`src/rtl/maria_line_writer.sv`:
```
// MARIA DMA line writer: a 2-entry graphics-byte FIFO feeding a two-lane pixel emitter.
// Supports the 160A mode (4 pixels over 2 cycles) and the 160B mode (2 pixels in 1 cycle).
module maria_line_writer (
    input  logic       sysclk,
    input  logic       reset_n,
    input  logic [7:0] DataB,
    input  logic       palette_w,
    input  logic       wm_w,
    input  logic       input_w,
    input  logic       pixels_w,
    input  logic       line_clear,
    input  logic       kangaroo,
    output logic       px0_we,
    output logic       px1_we,
    output logic [7:0] px0_addr,
    output logic [7:0] px1_addr,
    output logic [4:0] px0_data,
    output logic [4:0] px1_data,
    output logic       busy,
    output logic       overflow
);
    localparam logic [1:0] StIdle  = 2'd0;
    localparam logic [1:0] StEmitA = 2'd1;
    localparam logic [1:0] StEmitB = 2'd2;

    // Entry layout: {byte[19:12], wm[11], palette[10:8], hpos[7:0]}
    logic [19:0] fifo_q [2];
    logic [19:0] fifo_d [2];
    logic [1:0]  count_q, count_d;
    logic        rd_ptr_q, rd_ptr_d, wr_ptr_q, wr_ptr_d;
    logic [1:0]  state_q, state_d;
    logic        sub_q, sub_d;
    logic [7:0]  cur_byte_q, cur_byte_d, cur_hpos_q, cur_hpos_d;
    logic [2:0]  cur_pal_q, cur_pal_d;
    logic [2:0]  palette_q, palette_d;
    logic        wm_q, wm_d;
    logic [7:0]  push_hpos_q, push_hpos_d;
    logic        overflow_q, overflow_d;
    logic        we0_q, we0_d, we1_q, we1_d;
    logic [7:0]  addr0_q, addr0_d, addr1_q, addr1_d;
    logic [4:0]  data0_q, data0_d, data1_q, data1_d;

    logic [7:0]  start_hpos;
    logic [19:0] entry_in, ld_entry;
    logic        push_req, push_ok, rel, load, emit;
    logic [1:0]  c0, c1;

    always_comb begin
        palette_d   = palette_w ? DataB[7:5] : palette_q;
        wm_d        = wm_w ? DataB[7] : wm_q;
        start_hpos  = input_w ? DataB : push_hpos_q;
        push_req    = pixels_w && !line_clear;
        push_hpos_d = start_hpos;
        if (pixels_w && !line_clear) begin
            push_hpos_d = start_hpos + (wm_d ? 8'd2 : 8'd4);
        end
        entry_in = {DataB, wm_d, palette_d, start_hpos};

        // The head entry stays in the FIFO until its last emission cycle, then is released.
        rel     = (state_q == StEmitA && sub_q) || (state_q == StEmitB);
        push_ok = push_req && (count_q != 2'd2 || rel);

        state_d    = state_q;
        sub_d      = 1'b0;
        cur_byte_d = cur_byte_q;
        cur_pal_d  = cur_pal_q;
        cur_hpos_d = cur_hpos_q;
        load       = 1'b0;
        ld_entry   = fifo_q[rd_ptr_q];
        unique case (state_q)
            StIdle: load = (count_q != 2'd0);
            StEmitA: begin
                if (!sub_q) begin
                    sub_d = 1'b1;
                end else if (count_q == 2'd2) begin
                    load     = 1'b1;
                    ld_entry = fifo_q[~rd_ptr_q];
                end else begin
                    state_d = StIdle;
                end
            end
            StEmitB: begin
                if (count_q == 2'd2) begin
                    load     = 1'b1;
                    ld_entry = fifo_q[~rd_ptr_q];
                end else begin
                    state_d = StIdle;
                end
            end
            default: state_d = StIdle;
        endcase
        if (load) begin
            cur_byte_d = ld_entry[19:12];
            cur_pal_d  = ld_entry[10:8];
            cur_hpos_d = ld_entry[7:0];
            state_d    = ld_entry[11] ? StEmitB : StEmitA;
            sub_d      = 1'b0;
        end

        fifo_d = fifo_q;
        if (push_ok) begin
            fifo_d[wr_ptr_q] = entry_in;
        end
        rd_ptr_d = rd_ptr_q ^ rel;
        wr_ptr_d = wr_ptr_q ^ push_ok;
        count_d  = count_q;
        if (push_ok && !rel) begin
            count_d = count_q + 2'd1;
        end else if (!push_ok && rel) begin
            count_d = count_q - 2'd1;
        end
        overflow_d = overflow_q || (push_req && count_q == 2'd2 && !rel);

        if (line_clear) begin
            state_d    = StIdle;
            sub_d      = 1'b0;
            count_d    = 2'd0;
            rd_ptr_d   = 1'b0;
            wr_ptr_d   = 1'b0;
            overflow_d = 1'b0;
        end
    end

    always_comb begin
        addr0_d = cur_hpos_q + {6'd0, sub_q, 1'b0};
        addr1_d = addr0_d + 8'd1;
        if (state_q == StEmitB) begin
            c0      = cur_byte_q[7:6];
            c1      = cur_byte_q[5:4];
            data0_d = {cur_pal_q[2], cur_byte_q[3:2], c0};
            data1_d = {cur_pal_q[2], cur_byte_q[1:0], c1};
        end else begin
            c0      = sub_q ? cur_byte_q[3:2] : cur_byte_q[7:6];
            c1      = sub_q ? cur_byte_q[1:0] : cur_byte_q[5:4];
            data0_d = {cur_pal_q, c0};
            data1_d = {cur_pal_q, c1};
        end
        emit  = (state_q != StIdle) && !line_clear;
        we0_d = emit && (c0 != 2'b00 || kangaroo) && (addr0_d < 8'd160);
        we1_d = emit && (c1 != 2'b00 || kangaroo) && (addr1_d < 8'd160);
    end

    always_ff @(posedge sysclk or negedge reset_n) begin
        if (!reset_n) begin
            fifo_q[0]   <= '0;
            fifo_q[1]   <= '0;
            count_q     <= 2'd0;
            rd_ptr_q    <= 1'b0;
            wr_ptr_q    <= 1'b0;
            state_q     <= StIdle;
            sub_q       <= 1'b0;
            cur_byte_q  <= 8'd0;
            cur_pal_q   <= 3'd0;
            cur_hpos_q  <= 8'd0;
            palette_q   <= 3'd0;
            wm_q        <= 1'b0;
            push_hpos_q <= 8'd0;
            overflow_q  <= 1'b0;
            we0_q       <= 1'b0;
            we1_q       <= 1'b0;
            addr0_q     <= 8'd0;
            addr1_q     <= 8'd0;
            data0_q     <= 5'd0;
            data1_q     <= 5'd0;
        end else begin
            fifo_q      <= fifo_d;
            count_q     <= count_d;
            rd_ptr_q    <= rd_ptr_d;
            wr_ptr_q    <= wr_ptr_d;
            state_q     <= state_d;
            sub_q       <= sub_d;
            cur_byte_q  <= cur_byte_d;
            cur_pal_q   <= cur_pal_d;
            cur_hpos_q  <= cur_hpos_d;
            palette_q   <= palette_d;
            wm_q        <= wm_d;
            push_hpos_q <= push_hpos_d;
            overflow_q  <= overflow_d;
            we0_q       <= we0_d;
            we1_q       <= we1_d;
            addr0_q     <= addr0_d;
            addr1_q     <= addr1_d;
            data0_q     <= data0_d;
            data1_q     <= data1_d;
        end
    end

    assign px0_we   = we0_q;
    assign px1_we   = we1_q;
    assign px0_addr = addr0_q;
    assign px1_addr = addr1_q;
    assign px0_data = data0_q;
    assign px1_data = data1_q;
    assign busy     = (count_q != 2'd0) || (state_q != StIdle);
    assign overflow = overflow_q;

endmodule

```
`config.mk`:
```
export PLATFORM = sky130hd
export DESIGN_NAME = maria_line_writer
export DESIGN_NICKNAME = d
export VERILOG_FILES = /design/src/rtl/maria_line_writer.sv
export SDC_FILE = /design/constraint.sdc
export NUM_CORES = 1
export LEC_CHECK = 0
export ABC_AREA = 1
export ABC_CLOCK_PERIOD_IN_PS = 3000
export CAP_MARGIN = 30
export CORE_ASPECT_RATIO = 1.25
export CORE_MARGIN = 5
export CORE_UTILIZATION = 45
export CTS_BUF_LIST = sky130_fd_sc_hd__clkbuf_4 sky130_fd_sc_hd__clkbuf_8 sky130_fd_sc_hd__clkbuf_16
export CTS_CLUSTER_DIAMETER = 30
export DETAILED_ROUTE_END_ITERATION = 16
export HOLD_SLACK_MARGIN = 0.15
export PLACE_DENSITY = 0.66
export SKIP_LAST_GASP = 1
export SYNTH_ARGS = -nofsm -noshare
export SYNTH_HDL_FRONTEND = slang
export SYNTH_SLANG_ARGS = --single-unit
export TNS_END_PERCENT = 10
```
`constraint.sdc`:
```
create_clock -name sysclk -period 3 [get_ports sysclk]
set_input_delay 0.6 -clock sysclk [delete_from_list [all_inputs] [get_ports sysclk]]
set_output_delay 0.6 -clock sysclk [all_outputs]
set_load 0.01 [all_outputs]
```
# Yosys cells after proc, flatten, opt, wreduce, memory -nomap -nowiden
# Cells that the tools add are included.
[word_totals] reg_bits=107 inputBits=16 output_inout_bits=30 wordCells=114
[classes] n_addsub=5 order_cmp=6 eq_ne=6 mux=42 bitwise_logic=6 n_reduce_logical=29
[op_table] op="20-bit 2-to-1 mux" count=9
[op_table] op="40-bit bitwise mux" count=1
[op_table] op="20-bit one-hot mux with 2 select lines" count=1
[op_table] op="2-bit 2-to-1 mux" count=12
[op_table] op="20-bit demux with 1-bit select" count=1
[op_table] op="8-bit less-than comparator, second input constant" count=2
[op_table] op="8-bit 2-to-1 mux" count=2
[op_table] op="1-bit logical AND" count=13
[op_table] op="1-bit 2-to-1 mux" count=10
[op_table] op="8-bit by 1-bit adder with 8-bit output, second input constant" count=1
[op_table] op="8-bit by 2-bit adder with 8-bit output" count=1
[op_table] op="8-bit by 3-bit adder with 8-bit output" count=1
[op_table] op="4-bit 2-to-1 mux" count=2
[op_table] op="2-bit nonzero test" count=4
[op_table] op="2-bit greater-or-equal comparator, second input constant" count=3
[op_table] op="1-bit logical OR" count=6
[op_table] op="3-bit 2-to-1 mux" count=2
[op_table] op="1-bit inverter with 2-bit output" count=3
[op_table] op="2-bit one-hot mux with 3 select lines" count=1
[op_table] op="2-bit equality test, second input constant" count=2
[op_table] op="4-bit != test, second input constant" count=1
[op_table] op="1-bit logical NOT" count=3
[op_table] op="3-bit != test, second input constant" count=1
[op_table] op="1-bit one-hot mux with 3 select lines" count=1
[op_table] op="10 further kinds" count=11

# Depth between registers and ports, before layout
# Gate-level depths: netlist of run 1.
[logic_depth] word_depth=11 ltp_mapped=11 mapped_depth_nobuf=11

# Least setup slack after synthesis of run 1
# No wires, ideal clock.
[synth_timing] kind="input to register" startpoint="in wm_w" endpoint="reg push_hpos_q[7]" setup_time_ns=0.132 arrival_time_ns=2.093 required_time_ns=2.868 slack_ns=0.775 stages=9 path_buffers=0 path_cell_list="o21ai_0 -> inv_1 -> ha_1 -> fa_1 -> inv_1 -> nor2_1 -> nand3_1 -> nor3_1 -> xnor2_1"
[synth_via] elab_chain_cells=4
[synth_lines] element="start: declaration" line_no="8" source="input logic wm_w,"
[synth_lines] element="1-bit 2-to-1 mux" line_no="50" source="wm_d = wm_w ? DataB[7] : wm_q;"
[synth_lines] element="via wm_d" line_no="36" source="logic wm_q, wm_d;"
[synth_lines] element="3-bit 2-to-1 mux" line_no="55" source="push_hpos_d = start_hpos + (wm_d ? 8'd2 : 8'd4);"
[synth_lines] element="8-bit by 3-bit adder with 8-bit output" line_no="55"
[synth_lines] element="8-bit 2-to-1 mux" line_no="54" source="if (pixels_w && !line_clear) begin"
[synth_lines] element="via push_hpos_d[7]" line_no="37" source="logic [7:0] push_hpos_q, push_hpos_d;"
[synth_lines] element="end signal: assignment" line_no="177" source="push_hpos_q <= push_hpos_d;"
[synth_lines] element="end: declaration" line_no="37"
# The timed path passes the listed nets, and every way through them passes these cells.
# A chain may end at the register's enable or synchronous reset.

# Final worst setup path of run 1
[layout_timing] startpoint="reg state_q[0]" endpoint="out busy"
[layout_via] elab_chain_cells=2
[layout_lines] element="start: declaration" line_no="31" source="logic [1:0] state_q, state_d;"
[layout_lines] element="start signal: assignment" line_no="150" source="state_q <= StIdle;"
[layout_lines] element="start signal: assignment" line_no="170" source="state_q <= state_d;"
[layout_lines] element="2-bit nonzero test" line_no="194" source="assign busy = (count_q != 2'd0) || (state_q != StIdle);"
[layout_lines] element="1-bit logical OR" line_no="194"
[layout_lines] element="end: declaration" line_no="19" source="output logic busy,"
# No other way between the ends.

==> flow_summary.toml, run 1 <==
[critical_path]
cp-start-kind = "flop"
cpMaxStageDelayCell = "clkdlybuf4s50_1"
r2r_slack_ps = 830
cp_cell_sequence = "inv_1 > ha_1 > nand2_1 > clkdlybuf4s50_1"
worstSetupPathType = "flop to primary output"
max_stage_delay_ps = 530
r2r_start = "state_q[0]$_DFFE_PN0P_"
worstPathArrival_ps = 1650
endpoint_kind = "primary output"
rr_worst_depth = 7
cpLargestDelayFamily = "buffers and inverters"
worstPathMaxFanout = 3
cp_num_cells = 4
critPathBufInv = 2
required_ps = 2400
r2r_end = "fifo_q[29]$_DFFE_PN0P_"

[pwr]
p_leak_nw = 2.85
pwr-share-seq_pct = 37.4
ir_drop_uv = 379
p_comb_share_pct = 45.0
cellPowerDensity_nw_per_um2 = 1030
fin_total_pwr_mw = 6.38
p_sw_mw = 2.58
swShare_pct = 40.5
pwr-share-clk_pct = 17.6
p_int_mw = 3.79

[job]
cap_violations = 0

[sta]
finalMaxSlewViolations = 0
rsz0062_at_grt = "no"
fin_skew_ps = 9.38
worst_slew_pin_slew_ps = 608
fmax_mhz = 445
setup_viol = 0
setup_tns_ps = 0
finalHoldViolCount = 0
finalCriticalPeriod_ps = 2250
slew_headroom_pct = 59.5
fin_crit_sh_pct = 74.9

[floorplanning]
die_h_um = 132
core_area_um2 = 11600
io_pins = 46
die_x_um = 107
dieArea_um2 = 14100
start_util_pct = 45.9
rows = 44

[cts]
h-tree-depth = 3
postCtsHoldBufs = 0
cts_setup_buffers = 0
numCtsBuffers = 9
tritoncts = "built"
clock-root-buffer = "clkbuf_16"
clk-insertion-delay-late_ps = 350
cts.sinks = 106
cts_max_path_buffers = 2
ctsResizeCount = 0
path_clk_slew_ps = 70

[drt]
wl_per_cell_um = 13.4
postRouteAntennaNets = 0
wl_mm = 11.4
drtPass1Iterations = 5
drc = 0
drtIter0Drc = 259
via_count = 4253
routed_via_density = 4.98

[finish]
drive_above_1_share_pct = 7.22
area_delta_synth_final_pct = 15.7
antenna-diode-count = 0
layout.nets = 716

[placement]
gp_congestion = 0.811
dpl.hpwl_mm = 8.53
portBuffers = 45

[min_path]
hp-class = "input port to asynchronous set/reset pin"

[grt]
grt_overflow_total = 0
grt_pass1_wl_mm = 19.7
grt_usage_pct = 17.0
antenna_found_initial = 0
grt_max_degree = 62
grt_pass1_vias = 4127

[synth]
synthesis.nets = 677
netlist_area_um2 = 5330
synthCells = 649
seq_area_frac_synth_pct = 49.8
syn-mean-instance-area_um2 = 8.21
ys_ff_latch = 106
yosysUniqueCellTypes = 36
yosys_warnings = 0

[run_status]
status = "complete, no violations"
==> state kept, by name, indices dropped and copies added, names as in the netlist, 2 cells and up <==
| register | count |
|---|---|
| fifo_q | 40 |
| cur_byte_q | 8 |
| cur_hpos_q | 8 |
| push_hpos_q | 8 |
| px0_addr | 8 |
| px1_addr | 8 |
| px0_data | 5 |
| px1_data | 4 |
| cur_pal_q | 3 |
| palette_q | 3 |
| count_q | 2 |
| state_q | 2 |
==> cell usage after synthesis (all sizes together) <==
cell | number | area [um2]
a21oi | 20 | 111
a31oi | 2 | 12.5
buf | 19 | 158
clkbuf | 10 | 37.5
dfrtp | 106 | 2650
fa | 1 | 20.0
ha | 11 | 138
inv | 80 | 303
nand2 | 165 | 642
nand3 | 26 | 135
nand3b | 2 | 15.0
nand4 | 2 | 12.5
nor2 | 42 | 175
nor3 | 3 | 15.0
o211ai | 9 | 67.6
o21ai | 136 | 696
o21bai | 1 | 7.51
o22ai | 2 | 12.5
o31ai | 2 | 15.0
xnor2 | 3 | 45.1
xor2 | 7 | 61.3
==> how the worst max path moves through the flow <==
stage                            from                       end  slack [ps]
5_1_grt                      DataB[7]  push_hpos_q[7]$_DFF_PN0_         580
3_5_place_dp                 DataB[7]  push_hpos_q[7]$_DFF_PN0_         410
4_1_cts        state_q[0]$_DFFE_PN0P_                      busy         740
6_report       state_q[0]$_DFFE_PN0P_                      busy         750
3_3_place_gp                  input_w  push_hpos_q[7]$_DFF_PN0_         470
2_1_floorplan                    wm_w  push_hpos_q[7]$_DFF_PN0_         770
==> through the flow <==
step	hold slack (ps)	setup WS, ps	cell area, um2	util (%)	std cells
final	254	754	6170	53.1	854
after global routing	309	585	6170	53.1	854
after detailed placement	364	412	5890	50.7	838
after floorplan	304	775	5330	-	649
after CTS	282	743	6170	53.1	854
after global placement	366	473	5890	50.7	838
==> cell type report <==
class	instances	area (um2)
fill	1105	5450
sequential	106	2650
multi-input combinational	434	2180
timing repair buffer	57	551
inverter	80	303
clock buffer	12	254
tap	161	201
clock inverter	4	26.3
==> worst register-to-register path, stage by stage (launching register included) <==
cell	delay (ps)
dfrtp_1	380
inv_1	90
ha_1	310
a21oi_4	240
a21oi_1	140
ha_1	220
inv_1	440
o21ai_0	220
==> cell families after synthesis <==
logic type	count (synthesis)	synth area share (%)
AOI/OAI and AO/OA	172	17.3
xor gates and xnor gates	10	1.99
adders and majority gates	12	2.96
buffers and inverters	109	9.34
DFF	106	49.8
and+or+nand+nor	240	18.7
==> cells in the final DEF, fill, tap and decap left out, drive strengths merged, types with 7 or more instances in the layout <==
cell type      Yosys  final
nor2              42     42
clkdlybuf4s50      0     44
xor2               7      7
dfrtp            106    106
nand2            165    165
nand3             26     26
inv               80     81
a21oi             20     20
ha                11     11
clkbuf            10     12
o211ai             9      9
o21ai            136    136
buf               19     13
==> power groups by stage <==
| stage | Clock (mW) | Combinational, mW | Sequential (mW) |
|---|---|---|---|
| finish | 1.12 | 2.87 | 2.38 |
| global route | 1.20 | 3.31 | 2.46 |
| floorplan | 0 | 2.00 | 2.41 |
| detailed placement | 0 | 2.88 | 2.41 |
| global placement | 0 | 2.81 | 2.39 |
| CTS | 1.14 | 2.90 | 2.38 |
==> per-layer routing <==
| metal | track usage (%) | part of all wire [%] | wire length (um) |
|---|---|---|---|
| met4 | 5.54 | 1.9 | 217 |
| met2 | 28.5 | 48 | 5530 |
| met1 | 22.3 | 45 | 5160 |
| met3 | 3.04 | 4.5 | 510 |
| met5 | 0 | 0 | 0 |
Power figures use the tool's default switching activity.
==> run 2: changes to the inputs <==
- ABC_CLOCK_PERIOD_IN_PS: 3000 -> 1900
- PLACE_DENSITY: 0.66 -> 0.68
- clock period: 3 -> 1.9 ns (I/O delays scaled with it)
==> flow_summary.toml, run 2 (same netlist as run 1, synthesis figures left out) <==
[run_status]
status = "complete, no violations"

[placement]
portBuffers = 45
gp_congestion = 0.839
dpl.hpwl_mm = 8.89

[cts]
cts.sinks = 106
numCtsBuffers = 9
h-tree-depth = 3
clock-root-buffer = "clkbuf_16"
path_clk_slew_ps = 70
clk-insertion-delay-late_ps = 340
tritoncts = "built"
cts_max_path_buffers = 2

[critical_path]
endpoint_kind = "flop"
rr_worst_depth = 8
cp-start-kind = "input port"
worstSetupPathType = "input port to flop"
r2r_slack_ps = 110
worstPathArrival_ps = 2100
crit_end = "push_hpos_q[7]$_DFF_PN0_"
critPathLaunch = "DataB[7]"
r2r_end = "fifo_q[12]$_DFFE_PN0P_"
r2r_start = "state_q[0]$_DFFE_PN0P_"
worstPathMaxFanout = 2
required_ps = 2120

[sta]
finalHoldViolCount = 0
fin_crit_sh_pct = 99.2
worst_slew_pin_slew_ps = 641
setup_viol = 0
slew_headroom_pct = 56.8
finalMaxSlewViolations = 0
fmax_mhz = 531
fin_skew_ps = 7.93
rsz0062_at_grt = "yes"
finalCriticalPeriod_ps = 1880
setup_tns_ps = 0

[min_path]
hold_depth = 0
hp-class = "flop to flop"

[finish]
layout_commonest_cell = "nand2_1"
largest-register = "fifo_q"
layout.nets = 747
area_delta_synth_final_pct = 23.3
antenna-diode-count = 0
largest_reg_flops = 40
drive_above_1_share_pct = 12.4
final_cell_mix = "158 x nand2_1, 124 x o21ai_0, 106 x dfrtp_1"

[pwr]
cellPowerDensity_nw_per_um2 = 1620
p_int_mw = 6.44
fin_total_pwr_mw = 10.7
p_sw_mw = 4.22
p_comb_share_pct = 46.3
swShare_pct = 39.6
ir_drop_uv = 619
pwr-share-clk_pct = 18.5
p_leak_nw = 3.06
pwr-share-seq_pct = 35.2

[drt]
wl_per_cell_um = 13.4
drc = 0
drtPass1Iterations = 4
via_count = 4351
wl_mm = 11.9
drtIter0Drc = 264
postRouteAntennaNets = 0
routed_via_density = 4.92

[floorplanning]
rows = 44
core_area_um2 = 11600
io_pins = 46
start_util_pct = 45.9
die_h_um = 132
dieArea_um2 = 14100
die_x_um = 107

[grt]
grt_pass1_vias = 4211
grt_overflow_total = 0
grt_max_degree = 43
grt_pass1_wl_mm = 20.4
grt_usage_pct = 17.7
antenna_found_initial = 0

[job]
cap_violations = 0
==> run 2: changes by cell type in the layout (fill, tap and decap cells not counted), sizes merged <==
cell | previous run | this run
clkdlybuf4s50 | 44 | 42
inv | 81 | 82
dlygate4sd2 | 0 | 1
dlygate4sd3 | 0 | 1
dlymetal6s2s | 0 | 1
clkinvlp | 1 | 0
clkinv | 2 | 1
bufinv | 0 | 1
buf | 13 | 43
==> run 2: routing by layer <==
metal,routed length [um],track usage (%)
met5,0,0
met1,5340,22.9
met3,396,2.55
met2,5930,30.3
met4,228,6.11
==> run 2: worst max-delay path: stages <==
cell	delay (ps)
clkdlybuf4s50_1	410
inv_1	80
nand2_1	40
o21ai_1	90
inv_1	80
ha_2	200
fa_1	370
inv_1	60
nor2_1	50
nand3_1	130
nor3_2	60
xnor2_1	150
==> run 2: final cells by class <==
cell class / count / area, um2
Clock inverter: 4 / 56.3
Tap cell: 161 / 201
Inverter: 80 / 303
Sequential cell: 106 / 2650
Fill cell: 1055 / 5040
Multi-Input combinational cell: 434 / 2220
Timing Repair Buffer: 88 / 875
Clock buffer: 12 / 267
==> run 2: how the worst min path moves through the flow <==
| stage | to | startpoint |
|---|---|---|
| finish | px0_data[4]$_DFF_PN0_ | cur_pal_q[2]$_DFFE_PN0P_ |
| CTS | px0_data[4]$_DFF_PN0_ | cur_pal_q[2]$_DFFE_PN0P_ |
| global route | px0_data[4]$_DFF_PN0_ | cur_pal_q[2]$_DFFE_PN0P_ |
| detailed placement | state_q[1]$_DFFE_PN0P_ | reset_n |
| floorplan | count_q[0]$_DFFE_PN0P_ | reset_n |
| global placement | state_q[1]$_DFFE_PN0P_ | reset_n |
==> run 2: metrics by stage <==
stage	cells	setup slack, ps	instance area, um2	utilization, %	hold WS, ps
after floorplan	649	-0.757	5330	-	84.4
after global placement	866	-378	6190	53.3	317
after detailed placement	866	-457	6190	53.3	320
after CTS	885	-84.9	6540	56.3	383
after global routing	885	-61.0	6580	56.6	394
final	885	16.1	6580	56.6	382
==> run 2: what timing repair did <==
| action | in CTS | in global routing |
|---|---|---|
| hold endpoints to repair | 21 | 0 |
| pin swaps | 0 | 1 |
| hold buffers | 1 | 0 |
| resized for setup | 1 | 10 |
| endpoints found under the setup margin | 3 | 18 |
| setup buffers | 2 | 0 |
==> run 2: power groups by stage <==
stage	combinational [mW]	clock, mW	sequential [mW]
2_1_floorplan	3.16	0	3.81
3_3_place_gp	4.73	0	3.75
3_5_place_dp	4.85	0	3.80
4_1_cts	4.92	2.01	3.75
5_1_grt	5.59	2.11	3.88
6_report	4.94	1.97	3.75
==> run 3: changes to the inputs <==
- CAP_MARGIN: 30 -> not set
==> results of run 3 <==
No change in the layout: final DEF, timing and power equal those of run 2.
